### src/rtl/fp_pkg.sv
// ---------------------------------------------------------------------------
// fp_pkg
// Shared constants, the search FSM state type and a 64-bit popcount helper
// used by the fingerprint match search block and its popcount sub-module.
// ---------------------------------------------------------------------------
package fp_pkg;

    localparam int ROW_W       = 256;  // bits per bitmap row
    localparam int ROWS        = 256;  // rows per bitmap
    localparam int ADDR_W      = 8;    // row address width
    localparam int SCORE_W     = 17;   // offset total / best score width
    localparam int OFF_W       = 5;    // signed vertical offset width
    localparam int ROW_SCORE_W = 9;    // per-row score, 0..256

    typedef enum logic [2:0] {
        IDLE,
        RUN,
        DRAIN,
        CMP,
        DONE
    } state_t;

    // Number of set bits in a 64-bit word (0..64).
    function automatic logic [6:0] popcount64(input logic [63:0] v);
        logic [6:0] n;
        n = '0;
        for (int i = 0; i < 64; i++) begin
            n = n + {6'b0, v[i]};
        end
        return n;
    endfunction

endpackage

### src/rtl/fp_popcount256.sv
// ---------------------------------------------------------------------------
// fp_popcount256
// Two-stage pipelined popcount of a 256-bit row.
//   Stage 1: four 64-bit partial counts registered.
//   Stage 2: partial counts summed and registered.
// Ports:
//   clk    in   1    clock
//   rst_n  in   1    synchronous active-low reset
//   data   in   256  row to count
//   count  out  9    number of set bits in data, two cycles later
// ---------------------------------------------------------------------------
module fp_popcount256
    import fp_pkg::*;
(
    input  logic                   clk,
    input  logic                   rst_n,
    input  logic [ROW_W-1:0]       data,
    output logic [ROW_SCORE_W-1:0] count
);

    logic [6:0] part [4];

    // NOTE: sequential state is written only with non-blocking assignments so
    // every register samples the pre-edge value of every other register.
    always_ff @(posedge clk) begin
        if (!rst_n) begin
            for (int i = 0; i < 4; i++) part[i] <= '0;
            count <= '0;
        end else begin
            for (int i = 0; i < 4; i++) part[i] <= popcount64(data[i*64 +: 64]);
            count <= {2'b00, part[0]} + {2'b00, part[1]}
                   + {2'b00, part[2]} + {2'b00, part[3]};
        end
    end

endmodule

### src/rtl/fp_match_search.sv
// ---------------------------------------------------------------------------
// fp_match_search
// Scans the stored template and probe bitmaps over vertical offsets
// -SHIFT_MAX..+SHIFT_MAX. For each offset it sums popcount(template & probe)
// over all rows, keeps the best (earliest on ties) offset and flags a match
// when the best total reaches the sampled threshold.
//
// Optional feature: define FP_MATCH_XOR_PENALTY_EN to score each row as
//   max(0, popcount(t&p) - (popcount(t^p) >> 2)).
//
// Ports:
//   clk                  in   1    clock (also the store's search read clock)
//   rst_n                in   1    synchronous active-low reset
//   start                in   1    start pulse, accepted only in IDLE
//   abort                in   1    return to IDLE without a done pulse
//   thresh               in   17   match threshold, sampled on accepted start
//   search_out_add       out  8    template row address
//   search_out_add_test  out  8    probe row address
//   search_out_data      in   512  [255:0] probe row, [511:256] template row
//   busy                 out  1    scan in progress
//   done                 out  1    one-cycle pulse at scan completion
//   best_score           out  17   best offset total
//   best_offset          out  5    signed offset of best_score
//   match                out  1    best_score >= thresh
// ---------------------------------------------------------------------------
module fp_match_search
    import fp_pkg::*;
#(
    parameter int SHIFT_MAX = 8
) (
    input  logic                 clk,
    input  logic                 rst_n,
    input  logic                 start,
    input  logic                 abort,
    input  logic [SCORE_W-1:0]   thresh,
    output logic [ADDR_W-1:0]    search_out_add,
    output logic [ADDR_W-1:0]    search_out_add_test,
    input  logic [2*ROW_W-1:0]   search_out_data,
    output logic                 busy,
    output logic                 done,
    output logic [SCORE_W-1:0]   best_score,
    output logic [OFF_W-1:0]     best_offset,
    output logic                 match
);

    localparam logic [OFF_W-1:0]  OFF_FIRST = OFF_W'(-SHIFT_MAX);
    localparam logic [OFF_W-1:0]  OFF_LAST  = OFF_W'(SHIFT_MAX);
    localparam logic [ADDR_W-1:0] ROW_LAST  = ADDR_W'(ROWS - 1);

    state_t               state;
    logic [ADDR_W-1:0]    row;
    logic [1:0]           drain_cnt;
    logic [OFF_W-1:0]     off;        // current offset, two's complement
    logic [SCORE_W-1:0]   acc;        // total for the current offset
    logic [SCORE_W-1:0]   run_best;   // best total so far in this scan
    logic [OFF_W-1:0]     run_off;
    logic [SCORE_W-1:0]   thresh_q;
    logic                 v1, v2, v3; // row-valid mask alongside RAM q, stage 1, stage 2

    // ---------------- probe address generation ----------------
    // row + off in 10 bits: negative results set bit 9 and results of 256 or
    // more set bit 8, so the row is in range exactly when both are clear.
    logic [9:0] probe_row;
    logic       in_range;

    assign probe_row = {2'b00, row} + {{(10-OFF_W){off[OFF_W-1]}}, off};
    assign in_range  = (probe_row[9:8] == 2'b00);

    assign search_out_add      = (state == RUN) ? row : '0;
    assign search_out_add_test = (state == RUN && in_range) ? probe_row[ADDR_W-1:0] : '0;

    // ---------------- row scoring datapath ----------------
    logic [ROW_W-1:0]       tmpl_row, probe_row_data;
    logic [ROW_SCORE_W-1:0] and_cnt, row_score;

    assign probe_row_data = search_out_data[ROW_W-1:0];
    assign tmpl_row       = search_out_data[2*ROW_W-1:ROW_W];

    fp_popcount256 u_pop_and (
        .clk   (clk),
        .rst_n (rst_n),
        .data  (tmpl_row & probe_row_data),
        .count (and_cnt)
    );

`ifdef FP_MATCH_XOR_PENALTY_EN
    logic [ROW_SCORE_W-1:0] xor_cnt, penalty;

    fp_popcount256 u_pop_xor (
        .clk   (clk),
        .rst_n (rst_n),
        .data  (tmpl_row ^ probe_row_data),
        .count (xor_cnt)
    );

    // Penalty is a quarter of the mismatching bits; clamp at zero.
    assign penalty   = xor_cnt >> 2;
    assign row_score = (and_cnt > penalty) ? (and_cnt - penalty) : '0;
`else
    assign row_score = and_cnt;
`endif

    // ---------------- end-of-offset comparison ----------------
    // Strict greater-than keeps the earlier offset on ties.
    logic                 acc_better;
    logic [SCORE_W-1:0]   cmp_best;
    logic [OFF_W-1:0]     cmp_off;

    assign acc_better = (acc > run_best);
    assign cmp_best   = acc_better ? acc : run_best;
    assign cmp_off    = acc_better ? off : run_off;

    // ---------------- control FSM ----------------
    always_ff @(posedge clk) begin
        if (!rst_n) begin
            state       <= IDLE;
            row         <= '0;
            drain_cnt   <= '0;
            off         <= '0;
            acc         <= '0;
            run_best    <= '0;
            run_off     <= '0;
            thresh_q    <= '0;
            v1          <= 1'b0;
            v2          <= 1'b0;
            v3          <= 1'b0;
            busy        <= 1'b0;
            done        <= 1'b0;
            best_score  <= '0;
            best_offset <= '0;
            match       <= 1'b0;
        end else begin
            done <= 1'b0;

            if (abort) begin
                // Flush the valid mask so a restart cannot pick up rows
                // still in flight from the aborted scan.
                state <= IDLE;
                busy  <= 1'b0;
                v1    <= 1'b0;
                v2    <= 1'b0;
                v3    <= 1'b0;
            end else begin
                v1 <= (state == RUN) && in_range;
                v2 <= v1;
                v3 <= v2;
                if (v3) acc <= acc + {{(SCORE_W-ROW_SCORE_W){1'b0}}, row_score};

                case (state)
                    IDLE: begin
                        if (start) begin
                            state       <= RUN;
                            busy        <= 1'b1;
                            row         <= '0;
                            off         <= OFF_FIRST;
                            acc         <= '0;
                            run_best    <= '0;
                            run_off     <= OFF_FIRST;
                            thresh_q    <= thresh;
                            best_score  <= '0;
                            best_offset <= '0;
                            match       <= 1'b0;
                        end
                    end

                    RUN: begin
                        row <= row + 1'b1;
                        if (row == ROW_LAST) begin
                            state     <= DRAIN;
                            drain_cnt <= '0;
                        end
                    end

                    // Wait for the last row to clear RAM + two popcount stages
                    // + the accumulator.
                    DRAIN: begin
                        drain_cnt <= drain_cnt + 1'b1;
                        if (drain_cnt == 2'd3) state <= CMP;
                    end

                    CMP: begin
                        run_best <= cmp_best;
                        run_off  <= cmp_off;
                        acc      <= '0;
                        if (off == OFF_LAST) begin
                            state       <= DONE;
                            busy        <= 1'b0;
                            done        <= 1'b1;
                            best_score  <= cmp_best;
                            best_offset <= cmp_off;
                            match       <= (cmp_best >= thresh_q);
                        end else begin
                            off   <= off + 1'b1;
                            row   <= '0;
                            state <= RUN;
                        end
                    end

                    DONE: state <= IDLE;

                    default: state <= IDLE;
                endcase
            end
        end
    end

endmodule

### config.mk
export PLATFORM = sky130hd
export DESIGN_NAME = fp_match_search
export DESIGN_NICKNAME = d
export VERILOG_FILES = /design/src/rtl/fp_pkg.sv /design/src/rtl/fp_popcount256.sv /design/src/rtl/fp_match_search.sv
export SDC_FILE = /design/constraint.sdc
export NUM_CORES = 1
export LEC_CHECK = 0
export CAP_MARGIN = 20
export CORE_UTILIZATION = 30
export DETAILED_ROUTE_END_ITERATION = 7
export GPL_TIMING_DRIVEN = 0
export PLACE_DENSITY = 0.71
export SLEW_MARGIN = 20
export SYNTH_ARGS = -nofsm -noshare
export SYNTH_HDL_FRONTEND = slang
export SYNTH_SLANG_ARGS = --single-unit
### constraint.sdc
create_clock -name clk -period 6.4 [get_ports clk]
set_input_delay 0.64 -clock clk [delete_from_list [all_inputs] [get_ports clk]]
set_output_delay 0.64 -clock clk [all_outputs]
set_load 0.03 [all_outputs]
* Yosys cells after proc, flatten, opt, wreduce, memory -nomap -nowiden
Memories as Yosys holds them, arrays and structs flattened.
Index checks and enable logic that the tools add are counted.
** Word-level totals
- Memories kept :: 1
- Bits of input ports :: 533
- Bits in latches :: 0
- Bits in registers :: 111
- Output and inout port bits :: 41
- Memory bits (writable) :: 28
- ROM bits :: 0
- Logic and storage cells :: 356
** Memory list
- u_pop_and.part :: words 4, width 7, read ports 4, clocked after memory_dff 0, write ports 4, line fp_popcount256.sv:21 : logic [6:0] part [4];
** Cells by class
- Div/mod/pow operators :: 0
- Multiplexer cells :: 41
- Reductions and logical operators :: 16
- Multipliers :: 0
- Equal/unequal tests :: 11
- Shifts and indexed selects :: 0
- Magnitude comparators :: 2
- Add/subtract/negate cells :: 260
- Bitwise operators :: 8
** Operators with widths (count)
- $add A7 B1 Y7 :: 248
- $and A256 B256 Y256 :: 1
- $pmux W17 S2 :: 3
- $mux W17 :: 5
- $mux W8 :: 4
- $pmux W5 S2 :: 3
- $mux W7 :: 4
- $mux W5 :: 5
- $pmux W8 S3 :: 1
- $add A9 B7 Y9 :: 2
- $add A17 B9 Y17 :: 1
- $ge A17 B17 Y1 :: 1
- $gt A17 B17 Y1 :: 1
- $reduce_and A3 Y1 :: 5
- $mux W3 :: 4
- $pmux W3 S4 :: 1
- $reduce_and A4 Y1 :: 3
- $add A9 B5 Y10 :: 1
- $add A1 B1 Y2 :: 4
- $add A7 B7 Y8 :: 1
- $add A8 B1 Y8 const B :: 1
- $eq A8 B8 Y1 const B :: 1
- $ne A2 B2 Y1 const B :: 4
- $mux W1 :: 7
- other kinds (19) :: 27

* Longest topological paths before layout
Gate-level depths: netlist of the first run.
- Word-level depth :: 65
- Gate-level depth with buffers :: 23
- Depth with buffers taken out :: 23

* By module
Synthesis of the first run repeated with hierarchy kept, for this count alone.
** Second synthesis, totals
- Cells, all modules :: 1881
- Area total of the unflattened synthesis :: 16698.5 µm²
** Modules (own cells, without submodules)
- fp_popcount256 :: cells each 855, times used 1, area an instance 8598.2 µm², sequential area each 740.7 µm²
- fp_match_search :: cells each 1026, times used 1, area an instance 8100.3 µm², sequential area each 2042.0 µm²

* Worst setup path after synthesis of the first run
No wires, ideal clock.
- Path type :: input port to flip-flop
- Start point :: in search_out_data[384]
- End point :: mem u_pop_and.part[2][6]
- Cell stages on the path :: 21
- Data arrival time :: 6671 ps
- Path slack :: -330 ps
- Path buffers :: 0
- Data required time :: 6342 ps
- Library setup time :: 58 ps
- Cells stage by stage :: and2_1 -> ha_1 -> inv_1 -> fa_1 -> fa_1 -> fa_1 -> fa_1 -> fa_1 -> fa_1 -> fa_1 -> inv_1 -> fa_1 -> inv_1 -> fa_1 -> fa_1 -> nor2b_1 -> o21ai_0 -> nand2b_1 -> a21oi_1 -> nor2_1 -> o21a_1
** RTL lines
- start: declaration :: line fp_match_search.sv:38 : input logic [2*ROW_W-1:0] search_out_data,
- end: declaration :: line fp_popcount256.sv:21

==> impl_metrics.tcl, run 1 <==
set metrics [dict create \
    htree_levels 4 \
    vdd.ir_drop.worst_mv 0.666 \
    io_pins 574 \
    start_kind "input port" \
    rsz0062_at_grt "true" \
    synth.distinct_cells 62 \
    ys_top_cells_by_area "fa_1, dfxtp_1, ha_1" \
    start_util_pct 30.5 \
    drive_gt1_share_pct 12.7 \
    maxCapViolCount 0 \
    track_usage_pct 19.5 \
    drtPass1Iterations 5 \
    row_count 81 \
    grt_max_degree 18 \
    power_density_nw_per_um2 513 \
    fp.dieW_um 226 \
    grt_antenna_before_repair 18 \
    yosys.area.top_type "fa_1" \
    grt_overflow 0 \
    fin_skew_ns 0.0131 \
    cp_data_required_time_ns 6.77 \
    final_util_pct 46.4 \
    syn-num-nets 2541 \
    clkSinkCount 139 \
    clockBufferDepth 2 \
    dp_hpwl_um 44100 \
    hold_viol_final 0 \
    synth_edf_count 0 \
    clk_pin_slew_ns 0.07 \
    holdPathStages 1 \
    postSynthCellCount 1647 \
    synth-seq-cells 139 \
    dp_slack_ns -0.880 \
    yosysWarningCount 0 \
    finalSetupViolations 0 \
    synth_top_area_share_pct 30.3 \
    critPathMaxFanout 2 \
    grt_first_pass_wirelength_um 75900 \
    max_freq_mhz 156 \
    drc 0 \
    final_antenna_net_count 0 \
    dr.first_iter.drc_count 567 \
    cts_tree "yes" \
    r2r_cells 15 \
    async_flop_share_pct 0 \
    worstMarginPinSlew_ns 0.911 \
    area_growth_pct 52.1 \
    fin_crit_ns 6.39 \
    final_nets 3145 \
    leakagePower_uw 0.0115 \
    worstSetupPathType "in -> reg" \
    slew_headroom_pct 39.3 \
    hold_class "reg -> reg" \
    cp-end-kind "flip-flop" \
    worstPathArrival_ns 6.77 \
    status "completed" \
    fin_crit_sh_pct 99.9 \
    io_buffers 572 \
    gp_congestion 0.956 \
    synth_ff_type "dfxtp_1" \
    core_area_um2 49200 \
    via_per_inst 4.55 \
    grt_pass1_vias 14413 \
    cts_made_buffers 17 \
    ys_seq_area_share_pct 18.6 \
    nFillCells 4675 \
    synthesis.area_um2 15000 \
    slew_viol_final 0 \
    design.die.area_um2 50900 \
    die_h_um 226 \
    cts_root_buf "clkbuf_16" \
    wire_per_inst_um 17.0 \
    worstSkewPairLatency_ns 0.42 \
    routed_wirelength_um 49900 \
    num_vias 13374 \
    fin_ws_ns 0.00579 \
    syn_area_per_cell_um2 9.11 \
]
[logic make-up after synthesis]
group	share of synthesized area, %
AO/OA/AOI/OAI	10.5
XOR/XNOR	2.04
adder cells (fa/ha/maj)	41.5
buffers and inverters	8.47
flip-flops	18.6
multiplexers	1.94
AND/OR/NAND/NOR	17.0
[cells in the mapped netlist, drive strengths merged, types with 3 or more instances]
| cell | count |
|---|---|
| buf | 12 |
| nand3 | 17 |
| xnor2 | 25 |
| and2 | 122 |
| inv | 301 |
| a22oi | 4 |
| nand2 | 234 |
| a21oi | 78 |
| a21o | 19 |
| o21a | 12 |
| xor2 | 10 |
| nand4 | 6 |
| a21boi | 6 |
| nor3 | 18 |
| or3 | 6 |
| o41ai | 4 |
| nor3b | 4 |
| a2111oi | 3 |
| a31o | 4 |
| nor2b | 15 |
| nor2 | 62 |
| o21ai | 33 |
| nand2b | 8 |
| fa | 227 |
| o211ai | 4 |
| o21bai | 8 |
| nor4 | 3 |
| mux2i | 5 |
| and3 | 14 |
| ha | 134 |
| mux2 | 16 |
| dfxtp | 139 |
| or4 | 4 |
| a22o | 36 |
| a211o | 3 |
| clkbuf | 19 |
| o221a | 3 |
| a211oi | 5 |
[report_power, final]
part           internal (uW)  total (uW)  switching, uW
Combinational           4780        9650           4870
Sequential              1030        1070           43.5
Clock                    526         977            451
Total                   6330       11700           5370
[flip-flops by register name, summed over array words and instances (netlist names)]
signal           count
acc                 17
best_offset          5
best_score          17
busy                 1
done                 1
drain_cnt            2
match                1
off                  5
row                  8
run_best            17
run_off              5
state                3
thresh_q            17
u_pop_and.count      9
u_pop_and.part      28
v1                   1
v2                   1
v3                   1
[path summary, 6_finish.rpt]
kind / startpoint / to / slack (ns)
min reg2reg: v1 / v2 / 0.44
max reg2reg: run_best[12] / match / 2.34
max: search_out_data[128] / u_pop_and.part[2][6] / 0.006
min: v1 / v2 / 0.44
[timing repair]
action                     CTS  global route
pin swaps                  195           183
setup endpoints to repair   16            13
gates resized for setup    203           280
setup buffers               12             1
hold buffers                 0             0
hold endpoints to repair     0             0
[critical path: stages]
cell and delay (ns):
buf_6 0.09, and2_4 0.15, ha_4 0.25, inv_2 0.03
fa_1 0.46, fa_1 0.55, fa_1 0.46, fa_1 0.54
fa_1 0.60, fa_1 0.45, fa_1 0.53, inv_2 0.04
fa_1 0.49, inv_1 0.05, fa_2 0.38, fa_2 0.40
nor2b_4 0.13, o21ai_1 0.08, nand2b_1 0.14, a21oi_2 0.07
nor2_1 0.11, o21a_1 0.13
[cells in the final DEF, fill, tap and decap left out, types with 36 or more instances in the layout]
cell type / synthesis / routed
a21oi_1: 78 / 68
a22o_1: 36 / 36
and2_1: 122 / 64
and2_4: 0 / 58
clkdlybuf4s50_1: 0 / 333
dfxtp_1: 139 / 139
dlygate4sd2_1: 0 / 65
dlymetal6s2s_1: 0 / 138
fa_1: 227 / 206
ha_1: 134 / 130
inv_1: 301 / 257
inv_2: 0 / 44
nand2_1: 234 / 209
nor2_1: 62 / 62
[per-layer routing]
metal  vias up  global-route usage, %  routed length [um]
li1       6456                      -                   -
met1      6461                   23.7               20500
met2       384                   35.5               26100
met3        61                   3.23                2400
met4        12                   4.54                 839
met5         -                      0                  76
[area by class of cell]
cell class                      instances  area (um2)  share of cell area [%]
Multi-Input combinational cell       1176       11300                    49.7
Timing Repair Buffer                  585        5960                    26.1
Sequential cell                       139        2780                    12.2
Inverter                              301        1130                    4.95
Tap cell                              664         831                    3.64
Clock buffer                           17         425                    1.86
Clock inverter                         15         178                   0.779
Buffer                                 31         140                   0.614
Antenna cell                           11        27.5                   0.121
[per-stage QoR]
step	area, um2	hold WS, ns	setup TNS (ns)	power (uW)	std cells
after CTS	22300	0.443	-0.0305	11700	2927
after global placement	21600	0.421	-13.61	9500	2883
after floorplan	15000	0.406	-0.0837	7340	1647
after detailed placement	21600	0.423	-14.39	9640	2883
final	22800	0.439	0	11700	2939
after global routing	22800	0.457	-0.678	13400	2938
(Power assumes the default switching activity.)
==> run 2, diff against run 1 <==
--- a/config.mk
+++ b/config.mk
@@ -6,10 +6,12 @@
 export NUM_CORES = 1
 export LEC_CHECK = 0
 export CAP_MARGIN = 20
-export CORE_UTILIZATION = 30
+export CORE_AREA = 2 2 221 223
 export DETAILED_ROUTE_END_ITERATION = 7
+export DIE_AREA = 0 0 223 225
 export GPL_TIMING_DRIVEN = 0
-export PLACE_DENSITY = 0.71
+export HOLD_SLACK_MARGIN = 0.05
+export PLACE_DENSITY = 0.73
 export SLEW_MARGIN = 20
 export SYNTH_ARGS = -nofsm -noshare
 export SYNTH_HDL_FRONTEND = slang
==> run 2 against run 1 <==
  * Total power increased by 6.1%
  * Highest routed layer unchanged
  * Core utilization increased by 1.7 points
  * Cell area up 0.37%
  * Die area decreased by 1.4%
  * Setup slack got worse by 0.0080 ns
  * Sequential share of layout area about the same
  * Critical endpoint unchanged
  * Global-route usage grew 0.86 points
  * The run now ends with negative setup slack left
  * Clock skew is 0.0013 ns higher
  * Maximum frequency is 0.13% lower
  * Largest cell class unchanged
==> impl_metrics.tcl, run 2 (same netlist as run 1, synthesis figures left out) <==
set metrics [dict create \
    leakagePower_uw 0.0114 \
    power_density_nw_per_um2 542 \
    grt_pass1_vias 14672 \
    final_antenna_net_count 0 \
    via_per_inst 4.67 \
    cts_tree "yes" \
    cts_made_buffers 17 \
    slew_viol_final 0 \
    grt_use_met3_pct 4.46 \
    clockBufferDepth 2 \
    critPathMaxStageDelay_ns 0.58 \
    grt_first_pass_wirelength_um 78200 \
    fp.dieW_um 223 \
    core_area_um2 47500 \
    rsz0062_at_grt "true" \
    path_delay_family "adder cells" \
    path_buf_inv 4 \
    cp-end-kind "flip-flop" \
    gp_congestion 0.936 \
    violations "negative setup slack" \
    final_cell_mix "clkdlybuf4s50_1, inv_1, nand2_1, fa_1, dfxtp_1" \
    nFillCells 4450 \
    hold_viol_final 0 \
    routed_wirelength_um 52200 \
    die_h_um 225 \
    critical-path-slowest-cell "fa_1" \
    grt_use_met1_pct 23.6 \
    row_count 80 \
    start_kind "input port" \
    grt_max_degree 18 \
    report.power.total_uw 12400 \
    max_freq_mhz 156 \
    met2_usage_pct 37.0 \
    worstSkewPairLatency_ns 0.43 \
    start_util_pct 31.5 \
    multi_input_comb_area_um2 11400 \
    grt_antenna_before_repair 25 \
    finalSetupViolations 1 \
    maxCapViolCount 0 \
    worstSetupPathType "in -> reg" \
    num_vias 13563 \
    clk_pin_slew_ns 0.07 \
    cp_data_required_time_ns 6.77 \
    cts_root_buf "clkbuf_16" \
    largest_register "u_pop_and.part" \
    dr.first_iter.drc_count 658 \
    drive_gt1_share_pct 13.2 \
    grt_overflow 0 \
    finalSetupTns_ns -0.00226 \
    io_pins 574 \
    design.die.area_um2 50200 \
    final-seq-area_um2 2780 \
    final_nets 3155 \
    track_usage_pct 20.3 \
    critPathMaxFanout 2 \
    area_growth_pct 52.7 \
    htree_levels 4 \
    io_buffers 572 \
    final_common_cell "clkdlybuf4s50_1" \
    wire_per_inst_um 18.0 \
    busiest_layer "met2" \
    fin_crit_ns 6.40 \
    fin_skew_ns 0.0144 \
    fin_crit_sh_pct 100 \
    slew_headroom_pct 33.1 \
    drc 0 \
    worstPathArrival_ns 6.77 \
    dp_hpwl_um 45400 \
    drtPass1Iterations 5 \
    crit_chain "buf_2 -> and2_4 -> ha_4 -> inv_2 -> fa_1 -> fa_1 -> fa_1 -> fa_1 -> fa_1 -> fa_1 -> fa_1 -> inv_2 -> fa_1 -> inv_1 -> fa_2 -> fa_2 -> nor2b_2 -> o21ai_1 -> nand2b_1 -> a21oi_2 -> nor2_1 -> o21a_1" \
    largest_reg_flops 28 \
    clkSinkCount 139 \
    hold_class "reg -> reg" \
    fin_ws_ns -0.00226 \
    worstMarginPinSlew_ns 1.00 \
    status "complete, but fails checks" \
    vdd.ir_drop.worst_mv 0.865 \
    path_common_cell "fa_1" \
]
run 2: cell count changes in the layout (fill, tap and decap cells not counted), sizes merged:
cell           before  now
clkbuf             59   40
clkinv              5    4
diode              11   18
dlygate4sd2        65   91
dlymetal6s2s      138  122
clkdlybuf4s15       4    5
clkdlybuf4s50     333  338
buf                34   47
inv               308  310
clkinvlp            3    2
run 2: worst reg2reg max path, cell delays in order (launching register included):
cell and delay [ns]:
dfxtp_1 0.38, inv_1 0.06, ha_1 0.32, nand4_2 0.18, nor4_4 0.47, a21boi_1 0.27
o31a_2 0.20, buf_6 0.19, mux2_4 0.34, ha_1 0.30, a21oi_1 0.13, nor2b_1 0.06
o41ai_1 0.51, a21oi_1 0.14, a2111oi_0 0.40, o21ai_0 0.16
run 2: stage by stage:
stage | utilization (%) | cell area (um2) | hold slack, ns | setup slack [ns] | instances
2_1_floorplan | - | 15000 | 0.406 | -0.0294 | 1647
3_3_place_gp | 45.2 | 21500 | 0.421 | -0.879 | 2834
3_5_place_dp | 45.2 | 21500 | 0.425 | -0.972 | 2834
4_1_cts | 46.8 | 22300 | 0.461 | -0.0434 | 2881
5_1_grt | 48.1 | 22900 | 0.485 | -0.188 | 2903
6_report | 48.2 | 22900 | 0.451 | -0.00226 | 2907
run 2: worst paths after layout:
path / start / slack, ns / cells after the start / endpoint
worst max-delay path: search_out_data[128] / -0.002 / 22 / u_pop_and.part[2][6]
worst min-delay path: v1 / 0.45 / 1 / v2
worst max register to register: run_best[15] / 2.16 / 15 / match
worst min register to register: v1 / 0.45 / 1 / v2
run 2: power by group:
| part | total [uW] | switching (uW) | leakage (uW) | internal [uW] |
|---|---|---|---|---|
| clock network | 985 | 459 | 0.000286 | 526 |
| registers | 1070 | 40.5 | 0.00113 | 1030 |
| logic | 10400 | 5110 | 0.0100 | 5250 |
run 2: layer usage:
metal | part of all wire, % | wire length (um) | vias to the layer above
met5 | 0.15 | 80 | -
met4 | 1.8 | 960 | 12
met3 | 5.3 | 2790 | 69
met2 | 53 | 27700 | 429
met1 | 40 | 20700 | 6567
li1 | - | - | 6486
run 2: final cells by class:
cell class / count / area share (%)
multi-input cells: 1176 / 49.8
repair buffers: 595 / 26.4
flip-flops and latches: 139 / 12.2
inverters: 301 / 4.93
well taps: 615 / 3.36
clock buffers: 17 / 1.86
clock inverters: 15 / 0.738
plain buffers: 31 / 0.612
diodes: 18 / 0.197
run 2: repair_timing:
| action | 4_1_cts | 5_1_grt |
|---|---|---|
| pin swaps | 183 | 143 |
| endpoints found under the setup margin | 18 | 14 |
| setup buffers | 15 | 9 |
| hold buffers | 0 | 0 |
| resized for setup | 228 | 245 |
==> run 3, diff against run 2 <==
==> constraint.sdc (replaced) <==
create_clock -name clk -period 6.4 [get_ports clk]
set_input_delay 0.64 -clock clk [delete_from_list [all_inputs] [get_ports clk]]
set_output_delay 0.64 -clock clk [all_outputs]
set_load 0.01 [all_outputs]
==> results of run 3 <==
The final DEF is identical to that of run 2. Status: complete, but fails checks: negative setup slack.
